===== config.mk =====
export PLATFORM = sky130hd
export DESIGN_NAME = rvv_alu_sequencer
export DESIGN_NICKNAME = d
export VERILOG_FILES = /design/src/rtl/rvv_pkg.sv /design/src/rtl/rvv_lane_index_gen.sv /design/src/rtl/rvv_alu_sequencer.sv
export SDC_FILE = /design/constraint.sdc
export NUM_CORES = 1
export LEC_CHECK = 0
export ABC_AREA = 1
export CAP_MARGIN = 20
export CORE_MARGIN = 2
export CORE_UTILIZATION = 46
export CTS_CLUSTER_DIAMETER = 100
export DETAILED_ROUTE_END_ITERATION = 7
export PLACE_DENSITY_LB_ADDON = 0.15
export SYNTH_ARGS = -nofsm -noshare
export SYNTH_HDL_FRONTEND = slang
export SYNTH_SLANG_ARGS = --single-unit

===== constraint.sdc =====
create_clock -name clk -period 13 [get_ports clk]
set_input_delay 2.6 -clock clk [delete_from_list [all_inputs] [get_ports clk]]
set_output_delay 2.6 -clock clk [all_outputs]
set_load 0.05 [all_outputs]

===== src/rtl/rvv_pkg.sv =====
// Shared types and helpers for the vector ALU issue sequencer.
// State encoding, vsew codes and element/chunk width math.
package rvv_pkg;

  typedef enum logic [1:0] {
    IDLE,
    ISSUE,
    DONE
  } state_t;

  localparam int OFF_W = 10;

  localparam logic [2:0] VSEW_8  = 3'd0;
  localparam logic [2:0] VSEW_16 = 3'd1;
  localparam logic [2:0] VSEW_32 = 3'd2;
  localparam logic [2:0] VSEW_64 = 3'd3;

  typedef struct packed {
    logic [10:0] sew;
    logic [10:0] w;
  } sew_w_t;

  function automatic sew_w_t sew_w(
    input logic [2:0] vsew,
    input int         lane_width
  );
    sew_w_t      r;
    logic [10:0] lw;
    r.sew = 11'd8 << vsew;
    lw    = 11'd1 << lane_width;
    r.w   = (r.sew < lw) ? r.sew : lw;
    return r;
  endfunction

endpackage


===== src/rtl/rvv_lane_index_gen.sv =====
// Maps group/chunk counters and vector config to per-lane
// enables, bit offsets and first-chunk flags.
module rvv_lane_index_gen
  import rvv_pkg::*;
#(
  parameter int LANE_WIDTH = 3,
  parameter int NB_LANES   = 2,
  parameter int G_W        = 5,
  parameter int C_W        = 7,
  parameter int VL_W       = 5,
  localparam int NL        = 1 << NB_LANES
) (
  input  logic [G_W-1:0]      g_i,
  input  logic [C_W-1:0]      c_i,
  input  logic [2:0]          vsew_i,
  input  logic [VL_W-1:0]     vl_i,
  output logic [NL-1:0]       lane_en_o,
  output logic [NL*OFF_W-1:0] lane_off_o,
  output logic [NL-1:0]       lane_first_o
);

  sew_w_t sw;

  assign sw = sew_w(vsew_i, LANE_WIDTH);

  always_comb begin
    lane_en_o    = '0;
    lane_off_o   = '0;
    lane_first_o = '0;
    for (int i = 0; i < NL; i++) begin
      logic [31:0] e;
      logic [31:0] off;
      logic        en;
      e   = 32'(g_i) * 32'(NL) + 32'(i);
      off = e * 32'(sw.sew) + 32'(c_i) * 32'(sw.w);
      en  = (e < 32'(vl_i));
      lane_en_o[i]    = en;
      lane_first_o[i] = en && (c_i == '0);
      lane_off_o[i*OFF_W +: OFF_W] = en ? off[OFF_W-1:0] : '0;
    end
  end

endmodule


===== src/rtl/rvv_alu_sequencer.sv =====
// Vector ALU issue controller: walks vl elements across the lanes
// chunk by chunk and gathers lane results into the destination.
module rvv_alu_sequencer
  import rvv_pkg::*;
#(
  parameter int VLEN       = 128,
  parameter int LANE_WIDTH = 3,
  parameter int NB_LANES   = 2,
  localparam int NL        = 1 << NB_LANES,
  localparam int LW        = 1 << LANE_WIDTH,
  localparam int VL_W      = $clog2(VLEN/8) + 1
) (
  input  logic                clk,
  input  logic                resetn,
  input  logic                start,
  output logic                busy,
  input  logic [2:0]          vsew,
  input  logic [VL_W-1:0]     vl,
  input  logic [VLEN-1:0]     vd_init,
  output logic                issue_valid,
  input  logic                issue_ready,
  output logic [NL-1:0]       lane_en,
  output logic [NL*OFF_W-1:0] lane_off,
  output logic [NL-1:0]       lane_first,
  input  logic [NL*LW-1:0]    lane_res,
  output logic [VLEN-1:0]     vd_out,
  output logic                done,
  output logic                err
);

  localparam int G_W = VL_W;
  localparam int C_W = 7;
  localparam int IW  = $clog2(VLEN);

  state_t            state_q, state_d;
  logic [2:0]        vsew_q, vsew_d;
  logic [VL_W-1:0]   vl_q, vl_d;
  logic [G_W-1:0]    g_q, g_d;
  logic [C_W-1:0]    c_q, c_d;
  logic              err_q, err_d;
  logic [VLEN-1:0]   vd_q, vd_d;

  sew_w_t            sw_in, sw_q;
  logic              cfg_bad;
  logic [31:0]       max_el, vl_clamp;
  logic [31:0]       sew_log, groups;
  logic [3:0]        cpe_log;
  logic              last_c, last_g;
  logic              in_issue;
  logic [31:0]       idx;

  logic [NL-1:0]       gen_en, gen_first;
  logic [NL*OFF_W-1:0] gen_off;

  assign sw_in   = sew_w(vsew, LANE_WIDTH);
  assign sw_q    = sew_w(vsew_q, LANE_WIDTH);
  assign cfg_bad = (vsew > VSEW_64) ||
                   (32'(sw_in.sew) > 32'(VLEN));

  // VLEN/SEW as a shift; only used when the config is legal
  assign max_el   = 32'(VLEN) >> (32'(vsew) + 32'd3);
  assign vl_clamp = (32'(vl) > max_el) ? max_el : 32'(vl);

  assign sew_log = 32'(vsew_q) + 32'd3;
  assign cpe_log = (sew_log > 32'(LANE_WIDTH)) ?
                   4'(sew_log - 32'(LANE_WIDTH)) : 4'd0;
  assign last_c  = (32'(c_q) == ((32'd1 << cpe_log) - 32'd1));
  assign groups  = (32'(vl_q) + 32'(NL - 1)) >> NB_LANES;
  assign last_g  = ((32'(g_q) + 32'd1) == groups);

  rvv_lane_index_gen #(
    .LANE_WIDTH (LANE_WIDTH),
    .NB_LANES   (NB_LANES),
    .G_W        (G_W),
    .C_W        (C_W),
    .VL_W       (VL_W)
  ) u_idx (
    .g_i          (g_q),
    .c_i          (c_q),
    .vsew_i       (vsew_q),
    .vl_i         (vl_q),
    .lane_en_o    (gen_en),
    .lane_off_o   (gen_off),
    .lane_first_o (gen_first)
  );

  assign in_issue    = (state_q == ISSUE);
  assign issue_valid = in_issue;
  assign lane_en     = in_issue ? gen_en : '0;
  assign lane_off    = in_issue ? gen_off : '0;
  assign lane_first  = in_issue ? gen_first : '0;
  assign busy        = (state_q != IDLE);
  assign done        = (state_q == DONE);
  assign err         = done && err_q;
  assign vd_out      = vd_q;

  always_comb begin
    state_d = state_q;
    vsew_d  = vsew_q;
    vl_d    = vl_q;
    g_d     = g_q;
    c_d     = c_q;
    err_d   = err_q;
    vd_d    = vd_q;
    idx     = '0;
    unique case (1'b1)
      (state_q == IDLE): begin
        if (start) begin
          vsew_d = vsew;
          vl_d   = cfg_bad ? '0 : VL_W'(vl_clamp);
          vd_d   = vd_init;
          err_d  = cfg_bad;
          g_d    = '0;
          c_d    = '0;
          if (cfg_bad || (vl == '0)) state_d = DONE;
          else                       state_d = ISSUE;
        end
      end
      (state_q == ISSUE): begin
        if (issue_ready) begin
          for (int i = 0; i < NL; i++) begin
            if (gen_en[i]) begin
              for (int b = 0; b < LW; b++) begin
                if (b < int'(sw_q.w)) begin
                  idx = 32'(gen_off[i*OFF_W +: OFF_W]) + 32'(b);
                  if (idx < 32'(VLEN))
                    vd_d[idx[IW-1:0]] = lane_res[i*LW + b];
                end
              end
            end
          end
          if (last_c) begin
            c_d = '0;
            if (last_g) begin
              g_d     = '0;
              state_d = DONE;
            end else begin
              g_d = g_q + 1'b1;
            end
          end else begin
            c_d = c_q + 1'b1;
          end
        end
      end
      default: begin
        err_d   = 1'b0;
        state_d = IDLE;
      end
    endcase
  end

  always_ff @(posedge clk or negedge resetn) begin
    if (!resetn) begin
      state_q <= IDLE;
      vsew_q  <= '0;
      vl_q    <= '0;
      g_q     <= '0;
      c_q     <= '0;
      err_q   <= 1'b0;
      vd_q    <= '0;
    end else begin
      state_q <= state_d;
      vsew_q  <= vsew_d;
      vl_q    <= vl_d;
      g_q     <= g_d;
      c_q     <= c_d;
      err_q   <= err_d;
      vd_q    <= vd_d;
    end
  end

endmodule


==> impl_metrics.csv <==
group,metric,value,unit
logic_synthesis,synth_area_per_cell,5.97,sq um
detailed_routing,post_drt_wl_per_cell,23.1,um
placement,dp_cells,3942,
sta,hold_viol_final,0,
logic_synthesis,netlist.top_cell.by_area,"dfrtp_1",
hold_path,hp-class,"reg -> reg",
clocking,post_cts_resize_count,0,
worst_setup_path,crit_buf_inv,7,
global_routing,grt_pass1_wl,136,mm
logic_synthesis,yosys.area_share.simple,0.386,
worst_setup_path,cp_top_family,"adder cells",
global_routing,antenna_found_initial,5,
clocking,numCtsBuffers,17,
logic_synthesis,synth_top_area_frac,0.198,
logic_synthesis,synthCells,3192,
pwr,leakage,11.6,nW
clocking,root_buffer,"clkbuf_16",
clocking,insertion_delay,0.51,ns
placement,hpwl,67.8,mm
detailed_routing,post-route-drc-count,1,
sta,drv_slew,0,
floorplan,core,40800,sq um
floorplan,die_w,207,um
worst_setup_path,crit_arrival,9.46,ns
worst_setup_path,start_kind,"flop",
outcome,failed_checks,"DRC",
logic_synthesis,synth_area,19000,sq um
clocking,post_cts_buffers,0,
logic_synthesis,seq_area_frac_synth,0.198,
cells_and_area,mostFrequentLayoutCell,"nand2_1",
floorplan,ioPinCount,352,
sta,fmax,82.9,MHz
placement,gp_congestion,1.07,
logic_synthesis,synthDistinctLibCells,55,
global_routing,grt_remaining_overflow,0,
placement,placed_cell_area,22700,sq um
floorplan,rows,74,
detailed_routing,vias_per_cell,6.01,
global_routing,first_global_vias,22203,
detailed_routing,first_pass_iters,8,
detailed_routing,postRouteAntennaNets,0,
global_routing,grt_use_total,0.415,
clocking,clkTransAtPathRegs,0.06,ns
worst_setup_path,slowest_delay,0.87,ns
clocking,h-tree-depth,4,
clocking,cts_tree,"yes",
clocking,clock_sinks,151,
cells_and_area,fill_cells,4034,
floorplan,die_h,207,um
sta,finalCritPeriodShare,0.928,
logic_synthesis,yosys-mux-area-fraction,0,
cells_and_area,area_delta_synth_final,22.1,%
sta,clock_skew,0.0205,ns
placement,numPortBuffers,339,
pwr,power,6.25,mW
pwr,powerDensity,269,nW/um^2
cells_and_area,final_cell_mix,"nand2_1, inv_1, nand3_1, clkdlybuf4s50_1",
cells_and_area,diodes,0,
clocking,cts_hold_buf,0,
cells_and_area,final_util,0.570,
logic_synthesis,synth_xor_area_frac,0.0265,
worst_setup_path,cpMaxStageDelayCell,"clkdlybuf4s50_1",
cells_and_area,layout.nets,3724,
worst_setup_path,critical_path_class,"reg -> out",
sta,final-setup-viol-count,0,
cells_and_area,fin_cells,3973,
worst_setup_path,critPathRequiredTime,10.40,ns
logic_synthesis,synth_top_family_by_area,"simple AND/OR/NAND/NOR gates",
logic_synthesis,ys_top_cells_by_area,"dfrtp_1, nand2_1, nand3_1",
cells_and_area,drive_gt1_frac,0.0497,
sta,rsz0062_at_grt,"no",
sta,worst_slew_pin_slew,1.17,ns
logic_synthesis,synth_fa_ha_area_frac,0.0931,
sta,fin_crit,12.06,ns
sta,slew_headroom,0.220,
worst_setup_path,critical_path.max_fanout,10,
sta,totalNegativeSetupSlack,0,ns
detailed_routing,first_iter_violations,3194,
logic_synthesis,yosysWarnings,0,
detailed_routing,routed_wl,91.9,mm
outcome,run_status,"finished, violations left",
detailed_routing,vias,23874,
floorplan,die_area,43100,sq um
clocking,clk_path_buf_depth,2,
pwr,ir_worst_vdd,0.212,mV
global_routing,grt_max_degree,91,
logic_synthesis,ys_ff_latch,151,
run,cap_violations,0,
cells_and_area,fin_area,23300,sq um
logic_synthesis,synth_compound_area_frac,0.162,
floorplan,initial_core_util,0.467,
worst_setup_path,end_kind,"output port",
-- cells in the mapped netlist (all sizes together) --
master / instances
nor2: 313
or2: 2
inv: 457
a32o: 2
xor2: 33
nand3b: 3
clkbuf: 100
fa: 33
and3: 2
buf: 71
nor4: 6
o21bai: 4
o31ai: 1
clkinv: 7
nand2: 823
conb: 1
dfrtp: 151
a21o: 4
a31oi: 1
nand3: 394
o22ai: 2
xnor2: 20
a21boi: 1
nor3: 27
a21oi: 296
o21ai: 213
nand4: 80
o21a: 19
ha: 89
a211oi: 1
and2: 2
o211ai: 34
-- worst min-delay path: cells and delay by family (launching register included) --
kind,cells,cell delay [ns]
flip-flops,1,0.37
AND/OR/NAND/NOR,2,0.12
-- routing by layer --
| metal | up-vias | track usage | part of all wire |
|---|---|---|---|
| li1 | 10788 | - | - |
| met1 | 11014 | 0.554 | 0.39 |
| met3 | 402 | 0.113 | 0.13 |
| met2 | 1664 | 0.607 | 0.42 |
| met4 | 6 | 0.225 | 0.062 |
| met5 | - | 0 | 0.00054 |
-- where the power goes --
part	internal, mW	switching (mW)	leakage, nW
logic	1.49	3.35	9.75
registers	0.663	0.249	1.59
clock network	0.278	0.222	0.264
-- path summary, 6_finish.rpt --
path	cells past startpoint	slack, ns	to	start
min reg2reg	2	0.52	vd_out[38]	vd_out[38]
max reg2reg	42	3.01	vd_out[6]	vsew_q[0]
max in group asynchronous	3	9.75	vd_out[127]	resetn
max	33	0.94	lane_off[29]	vsew_q[0]
min in group asynchronous	1	2.11	vd_out[18]	resetn
min	2	0.52	vd_out[38]	vd_out[38]
-- cell type report --
type                            instances  area, sq um  share of cell area
Multi-Input combinational cell       2417        12800               0.550
Sequential cell                       151         3780               0.162
Timing Repair Buffer                  379         3710               0.160
Inverter                              464         1750              0.0751
Tap cell                              532          666              0.0286
Clock buffer                           18          429              0.0184
Clock inverter                         12          131             0.00565
-- through the flow --
| stage | setup slack (ns) | hold slack, ns |
|---|---|---|
| floorplan | 2.45 | 0.464 |
| global placement | 1.73 | 0.496 |
| detailed placement | 1.56 | 0.501 |
| CTS | 1.00 | 0.518 |
| global route | 0.387 | 0.572 |
| finish | 0.935 | 0.517 |
-- registers in the layout, indices dropped and copies added, names as in the netlist --
| register | cells |
|---|---|
| vsew_q | 3 |
| err_q | 1 |
| c_q | 7 |
| vd_out | 128 |
| vl_q | 5 |
| g_q | 5 |
| state_q | 2 |
-- cell families after synthesis --
family	Yosys count
AO/OA/AOI/OAI	578
XOR/XNOR	53
adder cells (fa/ha/maj)	122
buffers and inverters	635
flip-flops	151
other	1
AND/OR/NAND/NOR	1652
Note: power is estimated with default switching activity, not from simulation.
